### src/rtl/add4_pkg.sv
`default_nettype none
// ============================================================================
//  Module   : add4_pkg
//  Purpose  : Shared types and widths for the add4 adder/accumulator slice.
//  Revision : 1.0 - initial release
// ============================================================================
package add4_pkg;

    localparam int ADD4_OPERAND_W = 4;
    localparam int ADD4_SUM_W     = 5;

    typedef enum logic [1:0] {
        IDLE  = 2'd0,
        ACCUM = 2'd1,
        HOLD  = 2'd2
    } add4_state_e;

endpackage : add4_pkg
`default_nettype wire

### src/rtl/add4_hadd.sv
`default_nettype none
// ============================================================================
//  Module   : add4_hadd
//  Purpose  : 4-bit + 4-bit -> 5-bit unsigned ripple adder built purely from
//             half-adder cells (two half adders plus an OR per bit).
//  Revision : 1.0 - initial release
// ============================================================================
module add4_hadd
    import add4_pkg::*;
(
    input  logic [ADD4_OPERAND_W-1:0] a,
    input  logic [ADD4_OPERAND_W-1:0] b,
    output logic [ADD4_SUM_W-1:0]     sum
);

    // carry[0] is the ripple input; the top carry becomes the sum MSB
    logic [ADD4_OPERAND_W:0] carry;

    assign carry[0] = 1'b0;

    for (genvar i = 0; i < ADD4_OPERAND_W; i++) begin : g_bit
        logic hs1_s;
        logic hs1_c;
        logic hs2_c;

        // first half adder combines the operand bits
        assign hs1_s = a[i] ^ b[i];
        assign hs1_c = a[i] & b[i];
        // second half adder folds in the incoming carry
        assign sum[i]     = hs1_s ^ carry[i];
        assign hs2_c      = hs1_s & carry[i];
        assign carry[i+1] = hs1_c | hs2_c;
    end : g_bit

    assign sum[ADD4_SUM_W-1] = carry[ADD4_OPERAND_W];

endmodule : add4_hadd
`default_nettype wire

### src/rtl/add4_accum.sv
`default_nettype none
// ============================================================================
//  Module   : add4_accum
//  Purpose  : Frame accumulator fed by the add4_hadd adder. Accepts operand
//             pairs over valid/ready, accumulates N_SUMS sums (or fewer on
//             flush) and presents total, count and overflow on valid/ready.
//  Options  : ADD4_ACCUM_SAT_EN - saturate the accumulator on overflow
//             (default: wrap modulo 2^ACC_W). out_ovf is sticky either way.
//  Revision : 1.0 - initial release
// ============================================================================
module add4_accum
    import add4_pkg::*;
#(
    parameter int N_SUMS = 4,
    parameter int ACC_W  = 8,
    parameter int CNT_W  = $clog2(N_SUMS + 1)
) (
    input  logic                      clk,
    input  logic                      rst_n,
    input  logic                      in_valid,
    output logic                      in_ready,
    input  logic [ADD4_OPERAND_W-1:0] a,
    input  logic [ADD4_OPERAND_W-1:0] b,
    input  logic                      flush,
    output logic                      out_valid,
    input  logic                      out_ready,
    output logic [ACC_W-1:0]          out_sum,
    output logic [CNT_W-1:0]          out_cnt,
    output logic                      out_ovf
);

    localparam int               ACC_WX   = ACC_W + 1;
    localparam logic [ACC_W-1:0] ACC_MAX  = '1;
    localparam logic [CNT_W-1:0] CNT_LAST = CNT_W'(N_SUMS);
    localparam logic [CNT_W-1:0] CNT_ONE  = CNT_W'(1);

    add4_state_e          state_q, state_d;
    logic [ACC_W-1:0]     acc_q,   acc_d;
    logic [CNT_W-1:0]     cnt_q,   cnt_d;
    logic                 ovf_q,   ovf_d;

    logic [ADD4_SUM_W-1:0] pair_sum;
    logic [ACC_W:0]        acc_wide;
    logic [ACC_W-1:0]      acc_next;
    logic [CNT_W-1:0]      cnt_inc;
    logic                  accept;

    add4_hadd u_hadd (
        .a   (a),
        .b   (b),
        .sum (pair_sum)
    );

    assign in_ready = (state_q != HOLD);
    assign accept   = in_valid && in_ready;
    assign cnt_inc  = cnt_q + CNT_ONE;

    // One extra bit above the accumulator catches the carry out of this add
    assign acc_wide = {1'b0, acc_q} + ACC_WX'(pair_sum);

`ifdef ADD4_ACCUM_SAT_EN
    // Once clamped, the accumulator stays at full scale for the rest of the frame
    assign acc_next = (ovf_q || acc_wide[ACC_W]) ? ACC_MAX : acc_wide[ACC_W-1:0];
`else
    assign acc_next = acc_wide[ACC_W-1:0];
`endif

    // Next-state and datapath update for the frame FSM
    always_comb begin
        state_d = state_q;
        acc_d   = acc_q;
        cnt_d   = cnt_q;
        ovf_d   = ovf_q;

        unique case (state_q)
            IDLE, ACCUM: begin
                if (accept) begin
                    acc_d = acc_next;
                    cnt_d = cnt_inc;
                    ovf_d = ovf_q | acc_wide[ACC_W];
                    // flush with an accept keeps the sum and closes the frame
                    if ((cnt_inc == CNT_LAST) || flush) begin
                        state_d = HOLD;
                    end else begin
                        state_d = ACCUM;
                    end
                end else if ((state_q == ACCUM) && flush) begin
                    // only a non-empty frame may be closed early
                    state_d = HOLD;
                end
            end
            HOLD: begin
                if (out_ready) begin
                    state_d = IDLE;
                    acc_d   = '0;
                    cnt_d   = '0;
                    ovf_d   = 1'b0;
                end
            end
            default: begin
                state_d = IDLE;
                acc_d   = '0;
                cnt_d   = '0;
                ovf_d   = 1'b0;
            end
        endcase
    end

    // State and accumulator registers; reset discards any partial frame
    always_ff @(posedge clk or negedge rst_n) begin
        if (!rst_n) begin
            state_q <= IDLE;
            acc_q   <= '0;
            cnt_q   <= '0;
            ovf_q   <= 1'b0;
        end else begin
            state_q <= state_d;
            acc_q   <= acc_d;
            cnt_q   <= cnt_d;
            ovf_q   <= ovf_d;
        end
    end

    assign out_valid = (state_q == HOLD);
    assign out_sum   = acc_q;
    assign out_cnt   = cnt_q;
    assign out_ovf   = ovf_q;

endmodule : add4_accum
`default_nettype wire

### config.mk
export PLATFORM = sky130hd
export DESIGN_NAME = add4_accum
export DESIGN_NICKNAME = d
export VERILOG_FILES = /design/src/rtl/add4_pkg.sv /design/src/rtl/add4_hadd.sv /design/src/rtl/add4_accum.sv
export SDC_FILE = /design/constraint.sdc
export NUM_CORES = 1
export LEC_CHECK = 0
export CAP_MARGIN = 5
export CORE_MARGIN = 2
export CORE_UTILIZATION = 44
export CTS_BUF_LIST = sky130_fd_sc_hd__clkbuf_4
export CTS_CLUSTER_SIZE = 25
export DETAILED_ROUTE_END_ITERATION = 16
export PLACE_DENSITY_LB_ADDON = 0.08
export SKIP_CTS_REPAIR_TIMING = 1
export SLEW_MARGIN = 5
export SYNTH_ARGS = -nofsm -noshare
export SYNTH_HDL_FRONTEND = slang
export SYNTH_SLANG_ARGS = --single-unit
### constraint.sdc
create_clock -name clk -period 1.84 [get_ports clk]
set_clock_uncertainty 0.2 [all_clocks]
set_input_delay 0.368 -clock clk [delete_from_list [all_inputs] [get_ports clk]]
set_output_delay 0.368 -clock clk [all_outputs]
set_load 0.01 [all_outputs]
==> results.json, run 1 <==
{
  "placed_area_um2": 1360,
  "timing.setup.critical_path_class": "in2reg",
  "synth_warnings": 0,
  "dp.cells": 158,
  "drt-initial-drc-count": 10,
  "synth_top_cell_area_share": 0.374,
  "grt_max_degree": 15,
  "hold_path_class": "in2async",
  "antenna_found_initial": 0,
  "clockBufferDepth": 2,
  "layout.nets": 169,
  "synth_top_area_cell": "dfrtp_1",
  "grt-ovfl-total": 0,
  "first_pass_iters": 4,
  "ios": 27,
  "violations": "negative setup slack",
  "ir_drop_uv": 979,
  "syn_area_um2": 937,
  "wire_per_inst_um": 13.6,
  "synth_area_leaders": "dfrtp_1, ha_1, fa_1",
  "ys_seq_area_frac": 0.374,
  "grt_pass1_vias": 794,
  "final_area_um2": 1500,
  "cts_sinks": 14,
  "worstPathRequired_ns": 1.81,
  "leakage_nw": 0.800,
  "rows": 16,
  "final_common_cell": "buf_4",
  "synth_flop_cell": "dfrtp_1",
  "tightest_slew_ns": 0.345,
  "antenna_cells": 0,
  "maxCapViolations": 0,
  "place.gp.congestion": 0.797,
  "wirelength_mm": 2.31,
  "route.detailed.drc": 0,
  "power_density_nw_per_um2": 1350,
  "hpwlAfterDp_mm": 1.59,
  "async_flop_share": 1.00,
  "fin_total_pwr_w": 0.00203,
  "synth_area_per_cell_um2": 9.86,
  "setup_viol": 8,
  "cts-root-buf": "clkbuf_4",
  "grt_pass1_wl_mm": 3.29,
  "synthCells": 95,
  "fin_ws_ns": -0.820,
  "worst_setup_path_end_kind": "flip-flop",
  "die-area_um2": 2520,
  "timing.fmax_ghz": 0.376,
  "final_cell_mix": "buf_4, nand2_1, clkdlybuf4s50_1",
  "final_cells": 170,
  "critPathLaunchType": "input port",
  "post-route-min-period_ns": 2.66,
  "status": "complete, but fails checks",
  "h-tree-depth": 1,
  "critical_path_arrival_ns": 2.63,
  "cts_buffers": 3,
  "cp_max_fo": 4,
  "num_vias": 844,
  "rsz0062_at_grt": "yes",
  "drive_above_1_share": 0.294,
  "slew_violations": 0,
  "start_util": 0.473,
  "die_height_um": 50.2,
  "core_um2": 1980,
  "hold_viol": 0,
  "synth_nets": 120,
  "period_share": 1.45,
  "slew_headroom": 0.764,
  "pre_cts_ws_ns": -1.49,
  "die_x_um": 50.2,
  "insertion_delay_ns": 0.29,
  "synth_edf_count": 0,
  "track_usage": 0.171,
  "path_clk_slew_ns": 0.10,
  "port_buffers": 26,
  "synth_cell_types": 29,
  "ys_ff_latch": 14,
  "vias_per_cell": 4.96,
  "final_antenna_net_count": 0,
  "synthToLayoutAreaGrowth_pct": 60.2,
  "cts_tree": "yes"
}
-- layer usage --
metal / routed length (um) / global-route usage / up-vias
li1: - / - / 424
met1: 1050 / 0.207 / 396
met2: 1140 / 0.300 / 20
met3: 94 / 0.0238 / 4
met4: 27 / 0.0787 / 0
met5: 0 / 0 / -
-- flip-flops by register name, indices dropped and copies added, names as in the netlist --
name / flops
state_q: 2
out_cnt: 3
out_sum: 8
out_ovf: 1
-- cell families after synthesis --
logic type	synth area share
buffers and inverters	0.0641
XOR/XNOR	0.0280
multiplexers	0.0214
AO/OA/AOI/OAI	0.184
flip-flops	0.374
AND/OR/NAND/NOR	0.136
adder cells (fa/ha/maj)	0.192
-- power breakdown --
part           internal (W)  switching, W  total [W]
logic              0.000744      0.000584    0.00133
clock network     0.0000788      0.000115   0.000194
registers          0.000421     0.0000897   0.000510
total               0.00124      0.000788    0.00203
-- final timing paths --
kind	slack, ns	from	cells past startpoint	to
setup reg to reg	-0.31	out_sum[0]	6	out_sum[6]
hold reg to reg	0.31	out_ovf	2	out_ovf
setup / recovery	-0.82	b[0]	12	out_sum[6]
hold / removal	0.18	rst_n	2	out_sum[2]
min in group clk	0.31	out_ovf	2	out_ovf
max in group asynchronous	1.08	rst_n	2	out_cnt[1]
-- Yosys cell counts, drive strengths merged, types with 2 or more instances --
library cell,count
nand2,15
dfrtp,14
inv,11
ha,8
a21oi,6
a21o,4
fa,4
o31ai,4
nand2b,3
nand3b,3
o21ai,3
clkbuf,2
mux2i,2
o41ai,2
xor2,2
-- worst max-delay path, stage by stage --
cell	delay, ns
buf_6	0.07
ha_4	0.12
fa_2	0.19
inv_2	0.04
fa_2	0.36
fa_1	0.53
inv_2	0.05
ha_4	0.27
o21a_1	0.14
a21oi_2	0.08
o311ai_2	0.31
o41ai_2	0.12
-- cell type report --
class | instances | area [um2]
tap | 27 | 33.8
inverter | 11 | 41.3
multi-input combinational | 67 | 603
clock inverter | 1 | 3.75
fill | 133 | 480
sequential | 14 | 350
clock buffer | 3 | 22.5
timing repair buffer | 47 | 447
-- through the flow --
step	hold WS (ns)	setup TNS (ns)	utilization
global placement	0.261	-9.97	0.686
detailed placement	0.295	-10.52	0.686
floorplan	-0.128	-4.66	-
global route	0.180	-5.31	0.758
CTS	0.187	-7.90	0.699
finish	0.175	-4.51	0.758
Note: power is estimated with default switching activity, not from simulation.
==> inputs of run 2 (changes only) <==
--- a/config.mk
+++ b/config.mk
@@ -6,7 +6,6 @@
 export NUM_CORES = 1
 export LEC_CHECK = 0
 export CAP_MARGIN = 5
-export CORE_MARGIN = 2
 export CORE_UTILIZATION = 44
 export CTS_BUF_LIST = sky130_fd_sc_hd__clkbuf_4
 export CTS_CLUSTER_SIZE = 25
==> results.json, run 2 (synthesis results as in run 1) <==
{
  "leakage_nw": 0.863,
  "critical_path_arrival_ns": 2.64,
  "violations": "negative setup slack",
  "start_util": 0.473,
  "cts_buffers": 3,
  "port_buffers": 26,
  "die_height_um": 48.2,
  "fillers": 142,
  "worst_setup_path_end_kind": "flip-flop",
  "drt-initial-drc-count": 6,
  "fin_ws_ns": -0.786,
  "final_antenna_net_count": 0,
  "pre_cts_ws_ns": -1.47,
  "hold_viol": 0,
  "setup-tns-final_ns": -4.63,
  "wire_per_inst_um": 13.1,
  "ir_drop_uv": 900,
  "cts_sinks": 14,
  "die-area_um2": 2320,
  "timing.setup.critical_path_class": "in2reg",
  "grt-ovfl-total": 0,
  "seqCellArea_um2": 352,
  "vias_per_cell": 5.10,
  "wirelength_mm": 2.16,
  "final_cell_mix": "nand2_1, dlymetal6s2s_1, dfrtp_1, buf_4, clkdlybuf4s50_1",
  "setup_viol": 7,
  "core_um2": 1980,
  "grt_max_degree": 15,
  "timing.fmax_ghz": 0.381,
  "h-tree-depth": 1,
  "first_pass_iters": 4,
  "cp_max_fo": 4,
  "status": "complete, but fails checks",
  "maxCapViolations": 0,
  "clockBufferDepth": 2,
  "ios": 27,
  "worstPathRequired_ns": 1.85,
  "multi_input_area_um2": 623,
  "num_vias": 836,
  "grt_pass1_vias": 781,
  "antenna_found_initial": 0,
  "antenna_cells": 0,
  "rsz0062_at_grt": "yes",
  "critPathLaunchType": "input port",
  "path_clk_slew_ns": 0.09,
  "grt_pass1_wl_mm": 3.24,
  "dp.cells": 157,
  "hpwlAfterDp_mm": 1.56,
  "hold_path_class": "in2async",
  "place.gp.congestion": 0.786,
  "cts-root-buf": "clkbuf_4",
  "slew_headroom": 0.742,
  "period_share": 1.43,
  "cts_tree": "yes",
  "synthToLayoutAreaGrowth_pct": 60.6,
  "tightest_slew_ns": 0.385,
  "slew_violations": 0,
  "route.detailed.drc": 0,
  "die_x_um": 48.2,
  "largest_reg_flops": 8,
  "power_density_nw_per_um2": 1320,
  "final_cells": 164,
  "post-route-min-period_ns": 2.63,
  "insertion_delay_ns": 0.29,
  "layout.nets": 163,
  "track_usage": 0.204,
  "drive_above_1_share": 0.285,
  "rows": 16
}
## run 2: report_power, final
group | internal, W | switching [W] | total (W)
registers | 0.000422 | 0.000105 | 0.000527
clock network | 0.0000788 | 0.000110 | 0.000189
logic | 0.000713 | 0.000564 | 0.00128
## run 2: metrics by stage
step                      utilization  power [W]  hold slack (ns)  area [um2]
after floorplan                     -    0.00118           -0.128         987
after CTS                       0.702    0.00189            0.174        1390
final                           0.759    0.00199            0.178        1510
after global routing            0.759    0.00216            0.178        1510
after detailed placement        0.689    0.00170            0.268        1370
after global placement          0.689    0.00165            0.274        1370
## run 2: final cells by class
type                            instances  area share
Tap cell                               27      0.0224
Inverter                               11      0.0274
Timing Repair Buffer                   41       0.285
Clock buffer                            3      0.0150
Sequential cell                        14       0.234
Multi-Input combinational cell         67       0.414
Clock inverter                          1     0.00249
## run 2: worst paths after layout
check / from / to / slack [ns] / cells past startpoint
worst max-delay path: b[0] / out_sum[7] / -0.79 / 11
worst min-delay path: rst_n / state_q[0] / 0.18 / 2
worst max register to register: out_sum[0] / out_sum[6] / -0.37 / 6
worst min register to register: out_ovf / out_ovf / 0.31 / 2
max in group asynchronous: rst_n / state_q[1] / 1.08 / 2
min in group clk: out_ovf / out_ovf / 0.31 / 2
## run 2: critical path: stages
cell and delay (ns):
buf_6 0.08, ha_4 0.13, fa_2 0.19, inv_2 0.04, fa_2 0.38, fa_1 0.52
inv_2 0.05, ha_4 0.27, nand4_1 0.14, a211oi_2 0.27, mux2i_1 0.21
## run 2: layer usage
layer | part of all wire | up-vias | global-route usage
li1 | - | 418 | -
met1 | 0.42 | 395 | 0.246
met2 | 0.53 | 19 | 0.368
met3 | 0.040 | 4 | 0.0333
met4 | 0.010 | 0 | 0.0667
met5 | 0 | - | 0
==> inputs of run 3 (changes only) <==
--- a/config.mk
+++ b/config.mk
@@ -8,7 +8,7 @@
 export CAP_MARGIN = 5
 export CORE_UTILIZATION = 44
 export CTS_BUF_LIST = sky130_fd_sc_hd__clkbuf_4
-export CTS_CLUSTER_SIZE = 25
+export CTS_CLUSTER_SIZE = 10
 export DETAILED_ROUTE_END_ITERATION = 16
 export PLACE_DENSITY_LB_ADDON = 0.08
 export SKIP_CTS_REPAIR_TIMING = 1
==> results of run 3 <==
The final DEF is identical to that of run 2; final timing and power are the same.
